$ cat config.mk
export PLATFORM = sky130hd
export DESIGN_NAME = result_frame_tx
export DESIGN_NICKNAME = d
export VERILOG_FILES = /design/src/rtl/result_frame_tx_pkg.sv /design/src/rtl/result_frame_tx_handshake.sv /design/src/rtl/result_frame_tx.sv
export SDC_FILE = /design/constraint.sdc
export NUM_CORES = 1
export LEC_CHECK = 0
export CELL_PAD_IN_SITES_DETAIL_PLACEMENT = 1
export CELL_PAD_IN_SITES_GLOBAL_PLACEMENT = 1
export CORE_MARGIN = 2
export CORE_UTILIZATION = 39
export DETAILED_ROUTE_END_ITERATION = 8
export PLACE_DENSITY = 0.73
export SYNTH_ARGS = -nofsm -noshare
export SYNTH_HDL_FRONTEND = slang
export SYNTH_SLANG_ARGS = --single-unit
$ cat constraint.sdc
create_clock -name clk -period 3.95 [get_ports clk]
set_clock_uncertainty 0.15 [all_clocks]
set_input_delay 0.9875 -clock clk [delete_from_list [all_inputs] [get_ports clk]]
set_output_delay 0.9875 -clock clk [all_outputs]
set_load 0.01 [all_outputs]
$ cat src/rtl/result_frame_tx_pkg.sv
// Shared types and defaults for the result-frame transmitter.
package result_frame_tx_pkg;

    typedef enum logic [3:0] {
        S_IDLE, S_HDR, S_CNT, S_FETCH, S_CAPT, S_HI, S_LO, S_CSUM, S_FIN
    } state_t;

    typedef enum logic [1:0] {
        HS_IDLE, HS_START, HS_WAIT, HS_GAP
    } hs_state_t;

    localparam int          RFT_MAX_ELEMENTS = 100;
    localparam logic [7:0]  RFT_HEADER       = 8'hA5;

endpackage

$ cat src/rtl/result_frame_tx_handshake.sv
// One byte at a time to the UART: hold tx_start until busy, wait for a tx_done
// rising edge, then enforce the inter-byte gap. ack pulses once per byte.
module uart_byte_handshake
    import result_frame_tx_pkg::*;
#(
    parameter int GAP_CYCLES = 12500
) (
    input  logic       clk,
    input  logic       rst,
    input  logic       req,
    input  logic [7:0] data,
    output logic       ack,
    output logic [7:0] tx_data,
    output logic       tx_start,
    input  logic       tx_busy,
    input  logic       tx_done
);

    localparam int GW = (GAP_CYCLES > 1) ? $clog2(GAP_CYCLES) : 1;
    localparam logic [GW-1:0] GAP_LAST = GW'(GAP_CYCLES - 1);

    hs_state_t     hs;
    logic          done_q;
    logic [GW-1:0] gap_cnt;

    always_ff @(posedge clk or posedge rst) begin
        if (rst) begin
            hs       <= HS_IDLE;
            done_q   <= 1'b0;
            gap_cnt  <= '0;
            ack      <= 1'b0;
            tx_data  <= 8'h00;
            tx_start <= 1'b0;
        end else begin
            done_q <= tx_done;
            ack    <= 1'b0;
            case (hs)
                HS_IDLE: if (req) begin
                    tx_data  <= data;
                    tx_start <= 1'b1;
                    hs       <= HS_START;
                end
                HS_START: if (tx_busy) begin
                    tx_start <= 1'b0;
                    hs       <= HS_WAIT;
                end
                // ack is early so the sequencer can fetch the next word while the gap runs
                HS_WAIT: if (tx_done && !done_q) begin
                    ack     <= 1'b1;
                    gap_cnt <= '0;
                    hs      <= HS_GAP;
                end
                HS_GAP: begin
                    if (gap_cnt == GAP_LAST) begin
                        gap_cnt <= '0;
                        if (req) begin
                            tx_data  <= data;
                            tx_start <= 1'b1;
                            hs       <= HS_START;
                        end else begin
                            hs <= HS_IDLE;
                        end
                    end else begin
                        gap_cnt <= gap_cnt + GW'(1);
                    end
                end
                default: hs <= HS_IDLE;
            endcase
        end
    end

endmodule

$ cat src/rtl/result_frame_tx.sv
// Frames the 16-bit result matrix as A5, count, hi/lo data bytes, 8-bit sum
// and streams it through the UART byte handshake.
module result_frame_tx
    import result_frame_tx_pkg::*;
#(
    parameter int         MAX_ELEMENTS = RFT_MAX_ELEMENTS,
    parameter int         ADDR_W       = 7,
    parameter int         GAP_CYCLES   = 12500,
    parameter logic [7:0] HEADER       = RFT_HEADER
) (
    input  logic              clk,
    input  logic              rst,
    input  logic              start,
    input  logic [7:0]        count,
    output logic              rd_en,
    output logic [ADDR_W-1:0] rd_addr,
    input  logic [15:0]       rd_data,
    output logic [7:0]        tx_data,
    output logic              tx_start,
    input  logic              tx_busy,
    input  logic              tx_done,
    output logic              busy,
    output logic              done,
    output logic              err
);

    localparam logic [7:0] MAX_B = 8'(MAX_ELEMENTS);

    state_t      state;
    logic [7:0]  cnt;
    logic [7:0]  elem;
    logic [7:0]  elem_nxt;
    logic [7:0]  checksum;
    logic [15:0] word_q;
    logic        req;
    logic [7:0]  data;
    logic        ack;

    assign elem_nxt = elem + 8'd1;

    always_comb begin
        req  = 1'b1;
        data = 8'h00;
        case (state)
            S_HDR:   data = HEADER;
            S_CNT:   data = cnt;
            S_HI:    data = word_q[15:8];
            S_LO:    data = word_q[7:0];
            S_CSUM:  data = checksum;
            default: req  = 1'b0;
        endcase
    end

    always_ff @(posedge clk or posedge rst) begin
        if (rst) begin
            state    <= S_IDLE;
            cnt      <= 8'h00;
            elem     <= 8'h00;
            checksum <= 8'h00;
            word_q   <= 16'h0000;
            rd_en    <= 1'b0;
            rd_addr  <= '0;
            busy     <= 1'b0;
            done     <= 1'b0;
            err      <= 1'b0;
        end else begin
            done  <= 1'b0;
            rd_en <= 1'b0;
            case (state)
                S_IDLE: if (start) begin
                    cnt      <= count;
                    checksum <= 8'h00;
                    elem     <= 8'h00;
                    err      <= (count > MAX_B);
                    if (count > MAX_B) begin
                        done <= 1'b1;
                    end else begin
                        busy  <= 1'b1;
                        state <= S_HDR;
                    end
                end
                S_HDR: if (ack) state <= S_CNT;
                S_CNT: if (ack) begin
                    checksum <= checksum + cnt;
                    if (cnt == 8'h00) begin
                        state <= S_CSUM;
                    end else begin
                        rd_en   <= 1'b1;
                        rd_addr <= '0;
                        state   <= S_FETCH;
                    end
                end
                S_FETCH: state <= S_CAPT;
                S_CAPT: begin
                    word_q <= rd_data;
                    state  <= S_HI;
                end
                S_HI: if (ack) begin
                    checksum <= checksum + word_q[15:8];
                    state    <= S_LO;
                end
                S_LO: if (ack) begin
                    checksum <= checksum + word_q[7:0];
                    elem     <= elem_nxt;
                    if (elem_nxt == cnt) begin
                        state <= S_CSUM;
                    end else begin
                        rd_en   <= 1'b1;
                        rd_addr <= elem_nxt[ADDR_W-1:0];
                        state   <= S_FETCH;
                    end
                end
                S_CSUM: if (ack) state <= S_FIN;
                S_FIN: begin
                    done  <= 1'b1;
                    busy  <= 1'b0;
                    state <= S_IDLE;
                end
                default: state <= S_IDLE;
            endcase
        end
    end

    uart_byte_handshake #(.GAP_CYCLES(GAP_CYCLES)) u_hs (
        .clk      (clk),
        .rst      (rst),
        .req      (req),
        .data     (data),
        .ack      (ack),
        .tx_data  (tx_data),
        .tx_start (tx_start),
        .tx_busy  (tx_busy),
        .tx_done  (tx_done)
    );

endmodule

==> impl_metrics.yaml, run 1 <==
critical_path:
  worstSetupPathType: "flip-flop to flip-flop"
  cp_slowest_cell: "dfrtp_1"
  cp_max_fo: 19
  r2r_setup_slack_ns: 0.59
  worstPathRequired_ns: 4.04
  crit_path_end_kind: "flip-flop"
  rr_worst_depth: 14
  slowest_delay_ns: 0.64
  endpoint: "checksum[6]"
  crit_top_cell: "nand2_1"
  crit_start: "state[2]"
  reg2reg_to: "checksum[6]"
  worstPathCellList: "nor4bb_2 > buf_4 > nor2_2 > nand2_1 > nand2_1 > ha_1 > inv_1 > fa_1 > nor2b_1 > o21ai_1 > a21boi_0 > o21a_1 > or3_1 > a32o_1"
  critPathLaunchType: "flip-flop"
  arrival_ns: 3.45
  r2r-start: "state[2]"
timing:
  worst_pin_slew_ns: 1.181
  period_needed_ns: 3.360
  setup_tns_ns: 0
  maxSlewHeadroom_pct: 20.82
  drv_slew: 0
  fmax_mhz: 297.6
  finalHoldViolCount: 0
  setup_viol: 0
  fin_crit_sh_pct: 85.07
  rsz0062_at_grt: "no"
power:
  power_density_nw_per_um2: 783.9
  power_frac_clock_pct: 19.9
  combPwrFrac_pct: 44.9
  power_switching_mw: 1.770
  total_power_mw: 4.370
  intPower_mw: 2.601
  p_sw_share_pct: 40.49
  power.leakage_nw: 2.375
  p_seq_share_pct: 35.2
  max-vdd-ir-drop_uv: 339.0
clocking:
  htree_num_levels: 3
  cts_buffer_depth: 2
  cts_sinks: 82
  clockRootBuffer: "clkbuf_16"
  clk_latency_ns: 0.35
  cts.clk_slew.worst_paths_ns: 0.07
  cts_tree: "done"
  postCtsSetupRepairBufs: 0
  cts.repair.resized: 0
  cts_buffers: 9
  ctsHoldBuffers: 0
floorplan:
  dieWidth_um: 113.0
  initial_utilization_pct: 40.23
  fp.dieH_um: 113.0
  io_pins: 49
  core_area_um2: 11520
  dieArea_um2: 12770
  core.rowCount: 39
layout:
  syn_to_final_growth_pct: 20.33
  n_fill_cell: 1281
  drive_gt1_share_pct: 12.75
  n_antenna_cell: 0
  layout.cells.non_filler: 653
  final_nets: 549
logic_synthesis:
  yosys_register_bits: 82
  synth_edf_count: 0
  ys_warn_count: 0
  synth_area_leaders: "dfrtp_1 (44%), mux2_2 (5.6%), o21ai_0 (4.8%)"
  synth_cell_type_count: 66
  yosysTopAreaCell: "dfrtp_1"
  async_flop_share_pct: 100.0
  synthesis.nets: 503
  syn_avg_cell_area_um2: 10.09
  syn_area_um2: 4633
  synth-seq-area-share_pct: 44.29
  synth_top_flop_cell: "dfrtp_1"
  synth_top_area_share_pct: 44.29
  synth_cells: 459
route:
  first_pass_iters: 6
  routed-via-count: 3704
  wl_per_cell_um: 18.36
  drt.antenna.violating_nets: 0
  viasPerCell: 5.672
  drtIter0Drc: 233
  drc: 3
  wirelength_um: 11990
placed_design:
  dp_hpwl_um: 8934
  gp_congestion: 0.8388
  dp.cells: 637
  io_buffers: 48
grt:
  overflow: 0
  antenna_found_initial: 0
  grt_pass1_vias: 3904
  grt_max_degree: 60
  grt_pass1_wl_um: 20230
  grt_util_all_layers_pct: 20.24
flow_run:
  maxCapViolations: 0
run_status:
  violations: "design-rule violations"
  status: "finished, violations left"
worst_hold_path:
  hold_class: "flip-flop to flip-flop"
==> cell usage in the layout (no fill, tap or decap), types with 3 or more instances in the layout <==
| master | netlist | final |
|---|---|---|
| a21o_1 | 3 | 3 |
| a21oi_1 | 12 | 12 |
| a22oi_1 | 16 | 16 |
| a31oi_1 | 3 | 3 |
| and2_1 | 5 | 5 |
| and3_1 | 8 | 8 |
| and3b_1 | 3 | 3 |
| buf_4 | 1 | 7 |
| clkbuf_16 | 0 | 9 |
| clkdlybuf4s50_1 | 0 | 48 |
| clkinvlp_4 | 0 | 3 |
| dfrtp_1 | 82 | 82 |
| ha_1 | 14 | 14 |
| inv_1 | 16 | 15 |
| mux2_1 | 9 | 9 |
| mux2_2 | 23 | 23 |
| mux2_4 | 6 | 6 |
| mux2i_1 | 3 | 3 |
| nand2_1 | 43 | 43 |
| nand2b_1 | 10 | 10 |
| nand3_1 | 11 | 11 |
| nand4_1 | 5 | 5 |
| nor2_1 | 31 | 31 |
| nor2b_1 | 5 | 5 |
| nor3_1 | 6 | 6 |
| o21a_1 | 4 | 4 |
| o21ai_0 | 44 | 44 |
| o21ai_1 | 3 | 3 |
| o31ai_1 | 7 | 7 |
| or3_1 | 9 | 9 |
| xnor2_1 | 5 | 5 |
| xor2_1 | 13 | 13 |
==> area by class of cell <==
cell class	count	area (um2)	area share, %
Tap cell	143	178.9	3.209
Sequential cell	82	2052	36.80
Clock inverter	5	61.31	1.100
Inverter	16	61.31	1.100
Clock buffer	11	242.7	4.354
Timing Repair Buffer	56	553.0	9.919
Multi-Input combinational cell	340	2426	43.51
==> sequential cells by signal, indices dropped and copies added, names as in the netlist, 2 cells and up <==
register	flops
u_hs.tx_data	8
checksum	8
word_q	16
elem	8
u_hs.gap_cnt	14
u_hs.hs	2
rd_addr	7
cnt	8
state	4
==> synthesized netlist by cell type, types with 2 or more instances <==
cell       count
dfrtp_1       82
o21ai_0       44
nand2_1       43
nor2_1        31
mux2_2        23
a22oi_1       16
inv_1         16
ha_1          14
xor2_1        13
a21oi_1       12
nand3_1       11
nand2b_1      10
clkbuf_1       9
mux2_1         9
or3_1          9
and3_1         8
buf_2          8
o31ai_1        7
mux2_4         6
nor3_1         6
and2_1         5
nand4_1        5
nor2b_1        5
xnor2_1        5
o21a_1         4
a21o_1         3
a31oi_1        3
and3b_1        3
mux2i_1        3
nor4bb_1       3
o21ai_1        3
a2111oi_2      2
a211oi_1       2
o211ai_1       2
o22ai_1        2
o41ai_1        2
==> critical path: cells and delay by family (launching register included) <==
family | cells | cell delay [ns]
adder cells (fa/ha/maj) | 2 | 0.40
AND/OR/NAND/NOR | 6 | 1.00
AO/OA/AOI/OAI | 4 | 0.75
flip-flops | 1 | 0.64
buffers and inverters | 2 | 0.29
==> power by group through the flow <==
stage	Sequential, mW	Combinational, mW	Clock (mW)
final	1.54	1.96	0.870
after global routing	1.59	2.20	0.929
after CTS	1.54	1.99	0.890
after global placement	1.53	1.90	0
after detailed placement	1.55	1.96	0
after floorplan	1.37	1.50	0
==> cell families (layout without fill, tap and decap cells) <==
kind of cell | count (synthesis) | count (layout) | synth area share (%)
buf+inv | 37 | 88 | 3.484
mux | 41 | 41 | 10.37
fa+ha+maj | 15 | 15 | 4.213
flops | 82 | 82 | 44.29
xor+xnor | 19 | 19 | 3.916
compound gates | 113 | 113 | 16.15
simple gates | 152 | 152 | 17.58
==> layer usage <==
metal	part of all wire, %	up-vias	GRT usage [%]	wire length (um)
met5	0	-	0	0
met1	46	1867	26.60	5531
met3	4.4	14	4.981	524
met2	48	74	33.01	5728
li1	-	1749	-	-
met4	1.7	0	6.667	204
==> how the worst min path moves through the flow <==
| stage | start | endpoint | slack [ns] | depth (start not counted) |
|---|---|---|---|---|
| after floorplan | elem[7] | elem[7] | 0.32 | 1 |
| after global placement | u_hs.tx_data[7] | u_hs.tx_data[7] | 0.33 | 1 |
| after detailed placement | u_hs.tx_data[5] | u_hs.tx_data[5] | 0.33 | 1 |
| after CTS | u_hs.tx_data[7] | u_hs.tx_data[7] | 0.35 | 1 |
| after global routing | word_q[11] | word_q[11] | 0.37 | 1 |
| final | u_hs.tx_data[7] | u_hs.tx_data[7] | 0.34 | 1 |
==> stage by stage <==
stage | util [%] | hold WS (ns) | setup slack (ns) | instance area [um2]
6_report | 48.41 | 0.3410 | 0.5896 | 5575
5_1_grt | 48.41 | 0.3701 | 0.3061 | 5575
4_1_cts | 48.41 | 0.3484 | 0.5984 | 5575
3_5_place_dp | 45.77 | 0.3344 | 0.6160 | 5271
3_3_place_gp | 45.77 | 0.3258 | 0.7437 | 5271
2_1_floorplan | - | 0.3151 | 0.7041 | 4633
Power figures use the tool's default switching activity.
==> run 2, diff against run 1 <==
--- a/config.mk
+++ b/config.mk
@@ -5,12 +5,14 @@
 export SDC_FILE = /design/constraint.sdc
 export NUM_CORES = 1
 export LEC_CHECK = 0
+export ABC_AREA = 1
 export CELL_PAD_IN_SITES_DETAIL_PLACEMENT = 1
 export CELL_PAD_IN_SITES_GLOBAL_PLACEMENT = 1
 export CORE_MARGIN = 2
 export CORE_UTILIZATION = 39
 export DETAILED_ROUTE_END_ITERATION = 8
-export PLACE_DENSITY = 0.73
+export PLACE_DENSITY = 0.77
+export SETUP_SLACK_MARGIN = 0.02
 export SYNTH_ARGS = -nofsm -noshare
 export SYNTH_HDL_FRONTEND = slang
 export SYNTH_SLANG_ARGS = --single-unit
==> run 2 against run 1 <==
  * The flow now finishes without violations
  * Sequential share of layout area rose by 0.81 points
  * Clock power fell by 3.6%
  * Fmax rose by 5.8%
  * Non-clock buffer count fell by 7
==> impl_metrics.yaml, run 2 <==
clocking:
  cts.clk_slew.worst_paths_ns: 0.06
  clockRootBuffer: "clkbuf_16"
  cts_tree: "done"
  cts_buffers: 9
  cts.repair.resized: 0
  htree_num_levels: 3
  cts_sinks: 82
  ctsHoldBuffers: 0
  clk_latency_ns: 0.35
  postCtsSetupRepairBufs: 0
  cts_buffer_depth: 2
route:
  wl_per_cell_um: 16.38
  drc: 0
  viasPerCell: 5.246
  routed-via-count: 4144
  wirelength_um: 12940
  first_pass_iters: 4
  drtIter0Drc: 171
  drt.antenna.violating_nets: 0
placed_design:
  io_buffers: 48
  dp.cells: 775
  dp_hpwl_um: 9764
  gp_congestion: 0.8701
  place_area_um2: 5169
power:
  power_density_nw_per_um2: 536.6
  max-vdd-ir-drop_uv: 205.5
  combPwrFrac_pct: 34.1
  p_seq_share_pct: 37.2
  power_switching_mw: 1.107
  power_frac_clock_pct: 28.7
  power.leakage_nw: 2.654
  intPower_mw: 1.821
  p_sw_share_pct: 37.80
layout:
  design_area_um2: 5455
  n_fill_cell: 1446
  top_regs: "word_q (16), u_hs.gap_cnt (14)"
  final_cell_mix: "nand2_1 (144), dfrtp_1 (82), inv_1 (73)"
  final_nets: 687
  syn_to_final_growth_pct: 20.48
  drive_gt1_share_pct: 6.182
  final_common_cell: "nand2_1"
  largest_reg_flops: 16
  n_antenna_cell: 0
  layout.cells.non_filler: 790
  top_register: "word_q"
logic_synthesis:
  synth_edf_count: 0
  synth-seq-area-share_pct: 45.32
  yosysTopAreaCell: "dfrtp_1"
  syn_area_um2: 4528
  yosys_register_bits: 82
  synth_top_flop_cell: "dfrtp_1"
  synth_cells: 592
  synth_top_area_share_pct: 45.32
  ys_warn_count: 0
  synth_cell_type_count: 41
  synth_most_common_cell: "nand2_1"
  synth_area_leaders: "dfrtp_1 (45%), nand2_1 (12%), inv_1 (6.1%)"
  syn_avg_cell_area_um2: 7.649
  async_flop_share_pct: 100.0
  synthesis.nets: 636
  yosys-top-cells-count: "nand2_1 (144), dfrtp_1 (82), inv_1 (74), nor2_1 (70), nand3_1 (38)"
critical_path:
  r2r-start: "state[0]"
  reg2reg_to: "checksum[6]"
  r2r_setup_slack_ns: 0.77
  worstSetupPathType: "flip-flop to flip-flop"
  endpoint: "checksum[6]"
  critPathLaunchType: "flip-flop"
  crit_path_end_kind: "flip-flop"
  crit_start: "state[0]"
  arrival_ns: 3.29
  cp_max_fo: 12
  worstPathRequired_ns: 4.07
  rr_worst_depth: 15
floorplan:
  io_pins: 49
  core_area_um2: 11370
  dieWidth_um: 111.8
  initial_utilization_pct: 39.83
  core.rowCount: 39
  fp.dieH_um: 111.8
  dieArea_um2: 12490
timing:
  finalHoldViolCount: 0
  drv_slew: 0
  fin_crit_sh_pct: 80.38
  setup_viol: 0
  worst_pin_slew_ns: 1.009
  setup_tns_ns: 0
  fmax_mhz: 315.0
  period_needed_ns: 3.175
  maxSlewHeadroom_pct: 32.58
  rsz0062_at_grt: "no"
grt:
  grt_util_all_layers_pct: 21.55
  grt_pass1_wl_um: 21580
  overflow: 0
  grt_max_degree: 50
  use_met1_pct: 26.88
  met2_usage_pct: 38.26
  top_usage_layer: "met2"
  grt_use_met3_pct: 3.321
  grt_pass1_vias: 4454
  antenna_found_initial: 0
run_status:
  status: "completed"
worst_hold_path:
  hold_class: "flip-flop to flip-flop"
flow_run:
  maxCapViolations: 0
## run 2: worst min path at each step
stage / from / end / slack, ns / depth (start not counted)
global route: rd_addr[6] / rd_addr[6] / 0.36 / 2
detailed placement: rd_addr[4] / rd_addr[4] / 0.32 / 2
floorplan: checksum[7] / checksum[7] / 0.32 / 2
finish: rd_addr[6] / rd_addr[6] / 0.32 / 2
global placement: rd_addr[4] / rd_addr[4] / 0.31 / 2
CTS: rd_addr[4] / rd_addr[4] / 0.33 / 2
## run 2: cell families (layout without fill, tap and decap cells)
logic type / Yosys count / after routing / synth area share [%]
buffers and inverters: 94 / 149 / 7.930
flip-flops: 82 / 82 / 45.32
multiplexers: 1 / 1 / 0.2487
adder cells (fa/ha/maj): 15 / 15 / 4.311
AND/OR/NAND/NOR: 281 / 281 / 26.53
XOR/XNOR: 7 / 7 / 1.354
AO/OA/AOI/OAI: 112 / 112 / 14.31
## run 2: final cells by class
| cell class | instances | area, um2 | area share (%) |
|---|---|---|---|
| Tap cell | 143 | 178.9 | 3.280 |
| Clock inverter | 3 | 40.04 | 0.7339 |
| Timing Repair Buffer | 49 | 500.5 | 9.174 |
| Multi-Input combinational cell | 416 | 2117 | 38.81 |
| Clock buffer | 12 | 246.5 | 4.518 |
| Sequential cell | 82 | 2052 | 37.61 |
| Inverter | 85 | 320.3 | 5.872 |
## run 2: power by group through the flow
stage | clock network [mW] | logic [mW] | registers (mW)
2_1_floorplan | 0 | 0.697 | 1.08
3_3_place_gp | 0 | 0.951 | 1.09
3_5_place_dp | 0 | 0.990 | 1.10
4_1_cts | 0.855 | 1.01 | 1.09
5_1_grt | 0.885 | 1.12 | 1.11
6_report | 0.839 | 0.999 | 1.09
## run 2: stage by stage
step	power (mW)	worst slack [ns]	hold slack, ns	util, %
floorplan	1.772	0.7041	0.3206	-
detailed placement	2.091	0.8289	0.3163	45.46
global placement	2.042	1.052	0.3064	45.46
CTS	2.951	0.8080	0.3309	47.98
global route	3.117	0.5242	0.3575	47.98
finish	2.927	0.7750	0.3208	47.98
## run 2: layer usage
layer | share of wire [%] | wire length, um
met1 | 46 | 5900
met3 | 2.7 | 351
met4 | 2.0 | 254
met5 | 0 | 0
met2 | 50 | 6433
## run 2: critical path, stage by stage (launching register included)
cell      delay, ns
dfrtp_1        0.45
inv_2          0.09
nor2_1         0.18
nand2_1        0.33
o22ai_1        0.32
o21bai_1       0.15
ha_1           0.19
inv_1          0.06
fa_1           0.41
nand3b_1       0.18
nand2_1        0.09
nand2_1        0.08
nand2_1        0.08
a21oi_1        0.08
xor2_1         0.15
o21ai_1        0.13
==> run 3, diff against run 2 <==
==> constraint.sdc (replaced) <==
create_clock -name clk -period 3.1 [get_ports clk]
set_clock_uncertainty 0.15 [all_clocks]
set_input_delay 0.775 -clock clk [delete_from_list [all_inputs] [get_ports clk]]
set_output_delay 0.775 -clock clk [all_outputs]
set_load 0.01 [all_outputs]
==> run 3 against run 2 <==
  * Worst setup slack worse by 0.53 ns
  * Combinational power is 29% higher
  * Via count is 0.17% lower
  * Global-route usage is 0.062 points higher
  * Die area stayed put
  * Design area is 0.80% higher
  * Final cell count is 1.0% higher
  * Fmax is 11% higher
  * First-iteration DRC count is 32% higher
  * Critical path type unchanged
  * Largest power group unchanged
==> impl_metrics.yaml, run 3 (same netlist as run 2, synthesis figures left out) <==
timing:
  maxSlewHeadroom_pct: 47.79
  drv_slew: 0
  setup_viol: 0
  setup_tns_ns: 0
  finalHoldViolCount: 0
  fin_crit_sh_pct: 92.03
  worst_pin_slew_ns: 0.7808
  setup_ws_ns: 0.2470
  fmax_mhz: 350.5
  rsz0062_at_grt: "no"
  period_needed_ns: 2.853
route:
  routed-via-count: 4137
  met3WireLength_um: 411
  drc: 0
  first_pass_iters: 4
  route.met2.wl_um: 6077
  wl_per_cell_um: 15.74
  met1_length_um: 5684
  viasPerCell: 5.184
  drtIter0Drc: 226
  wirelength_um: 12560
  routed.top_layer: "met4"
  drt.antenna.violating_nets: 0
grt:
  grt_pass1_wl_um: 21370
  overflow: 0
  grt_util_all_layers_pct: 21.61
  grt_max_degree: 35
  antenna_found_initial: 0
  grt_pass1_vias: 4441
layout:
  final_core_util_pct: 48.37
  n_antenna_cell: 0
  syn_to_final_growth_pct: 21.44
  register_area_um2: 2053
  final_cell_mix: "nand2_1 (144), dfrtp_1 (81), inv_1 (73)"
  largest_reg_flops: 16
  drive_gt1_share_pct: 7.786
  n_fill_cell: 1433
  top_regs: "word_q (16), u_hs.gap_cnt (14)"
  top_register: "word_q"
  final_common_cell: "nand2_1"
  final_nets: 694
  multi_input_area_um2: 2122
critical_path:
  cp_max_fo: 11
  worstSetupPathType: "flip-flop to flip-flop"
  crit_path_end_kind: "flip-flop"
  cp_slowest_cell: "fa_1"
  crit_top_cell: "nand2_1"
  arrival_ns: 2.99
  crit_buf_inv: 2
  slowest_delay_ns: 0.45
  crit_family: "simple AND/OR/NAND/NOR gates"
  worstPathRequired_ns: 3.23
  worstPathCellList: "inv_2 > nor2_1 > nand2_1 > buf_4 > o22ai_1 > a31oi_1 > fa_1 > nand3b_1 > nand2_1 > nand2_1 > nand2_1 > a21oi_1 > xor2_1 > o21ai_1"
  critPathLaunchType: "flip-flop"
  crit_cells: 14
  rr_worst_depth: 14
placed_design:
  io_buffers: 48
  post-place-ws_ns: 0.1767
  gp_congestion: 0.8753
  dp_hpwl_um: 9706
clocking:
  postCtsSetupRepairBufs: 0
  cts.clk_slew.worst_paths_ns: 0.06
  htree_num_levels: 3
  cts_tree: "done"
  cts_sinks: 82
  clk_latency_ns: 0.35
  clockRootBuffer: "clkbuf_16"
  cts_buffer_depth: 2
  cts_buffers: 9
power:
  max-vdd-ir-drop_uv: 385.3
  power_density_nw_per_um2: 668.2
  power.leakage_nw: 2.691
  total_power_mw: 3.675
floorplan:
  dieArea_um2: 12490
  initial_utilization_pct: 39.83
  dieWidth_um: 111.8
  core.rowCount: 39
  io_pins: 49
  fp.dieH_um: 111.8
  core_area_um2: 11370
run_status:
  status: "completed"
worst_hold_path:
  whs_path_depth: 2
  hold_class: "flip-flop to flip-flop"
flow_run:
  maxCapViolations: 0
## run 3: area by class of cell
type / count / area share, %
clock buffer: 10 / 4.346
multi-input combinational: 416 / 38.59
timing repair buffer: 56 / 10.06
clock inverter: 6 / 0.5916
sequential: 82 / 37.34
tap: 143 / 3.254
inverter: 85 / 5.825
## run 3: final timing paths
path | slack [ns] | endpoint | from
max in group asynchronous | 1.51 | elem[4] | rst
max | 0.25 | checksum[6] | state[0]
min in group asynchronous | 0.61 | u_hs.gap_cnt[9] | rst
max reg2reg | 0.25 | checksum[6] | state[0]
min | 0.32 | rd_addr[5] | rd_addr[5]
min reg2reg | 0.32 | rd_addr[5] | rd_addr[5]
## run 3: worst register-to-register path, stage by stage (launching register included)
cell and delay, ns:
dfrtp_2 0.42, inv_2 0.07, nor2_1 0.20, nand2_1 0.14, buf_4 0.20, o22ai_1 0.25, a31oi_1 0.14, fa_1 0.45
nand3b_1 0.18, nand2_1 0.12, nand2_1 0.08, nand2_1 0.06, a21oi_1 0.07, xor2_1 0.14, o21ai_1 0.11
## run 3: through the flow
stage,cells,hold slack [ns],cell area (um2)
3_3_place_gp,782,0.3084,5221
6_report,798,0.3220,5499
5_1_grt,798,0.3555,5499
4_1_cts,798,0.3267,5493
2_1_floorplan,592,0.3206,4528
3_5_place_dp,782,0.3118,5221
## run 3: power by group
group / switching, mW / total [mW] / internal (mW)
clock: 0.446 / 1.00 / 0.557
combinational: 0.854 / 1.29 / 0.436
sequential: 0.117 / 1.38 / 1.27
## run 3: timing repair
action                                  4_1_cts  5_1_grt
gates resized for setup                       0        2
endpoints found under the setup margin        0        2
hold buffers                                  0        0
## run 3: metal layers
layer / vias to the layer above / global-route usage (%)
met5: - / 0
met1: 2002 / 27.00
met4: 0 / 10.62
met2: 66 / 36.32
li1: 2047 / -
met3: 22 / 3.702
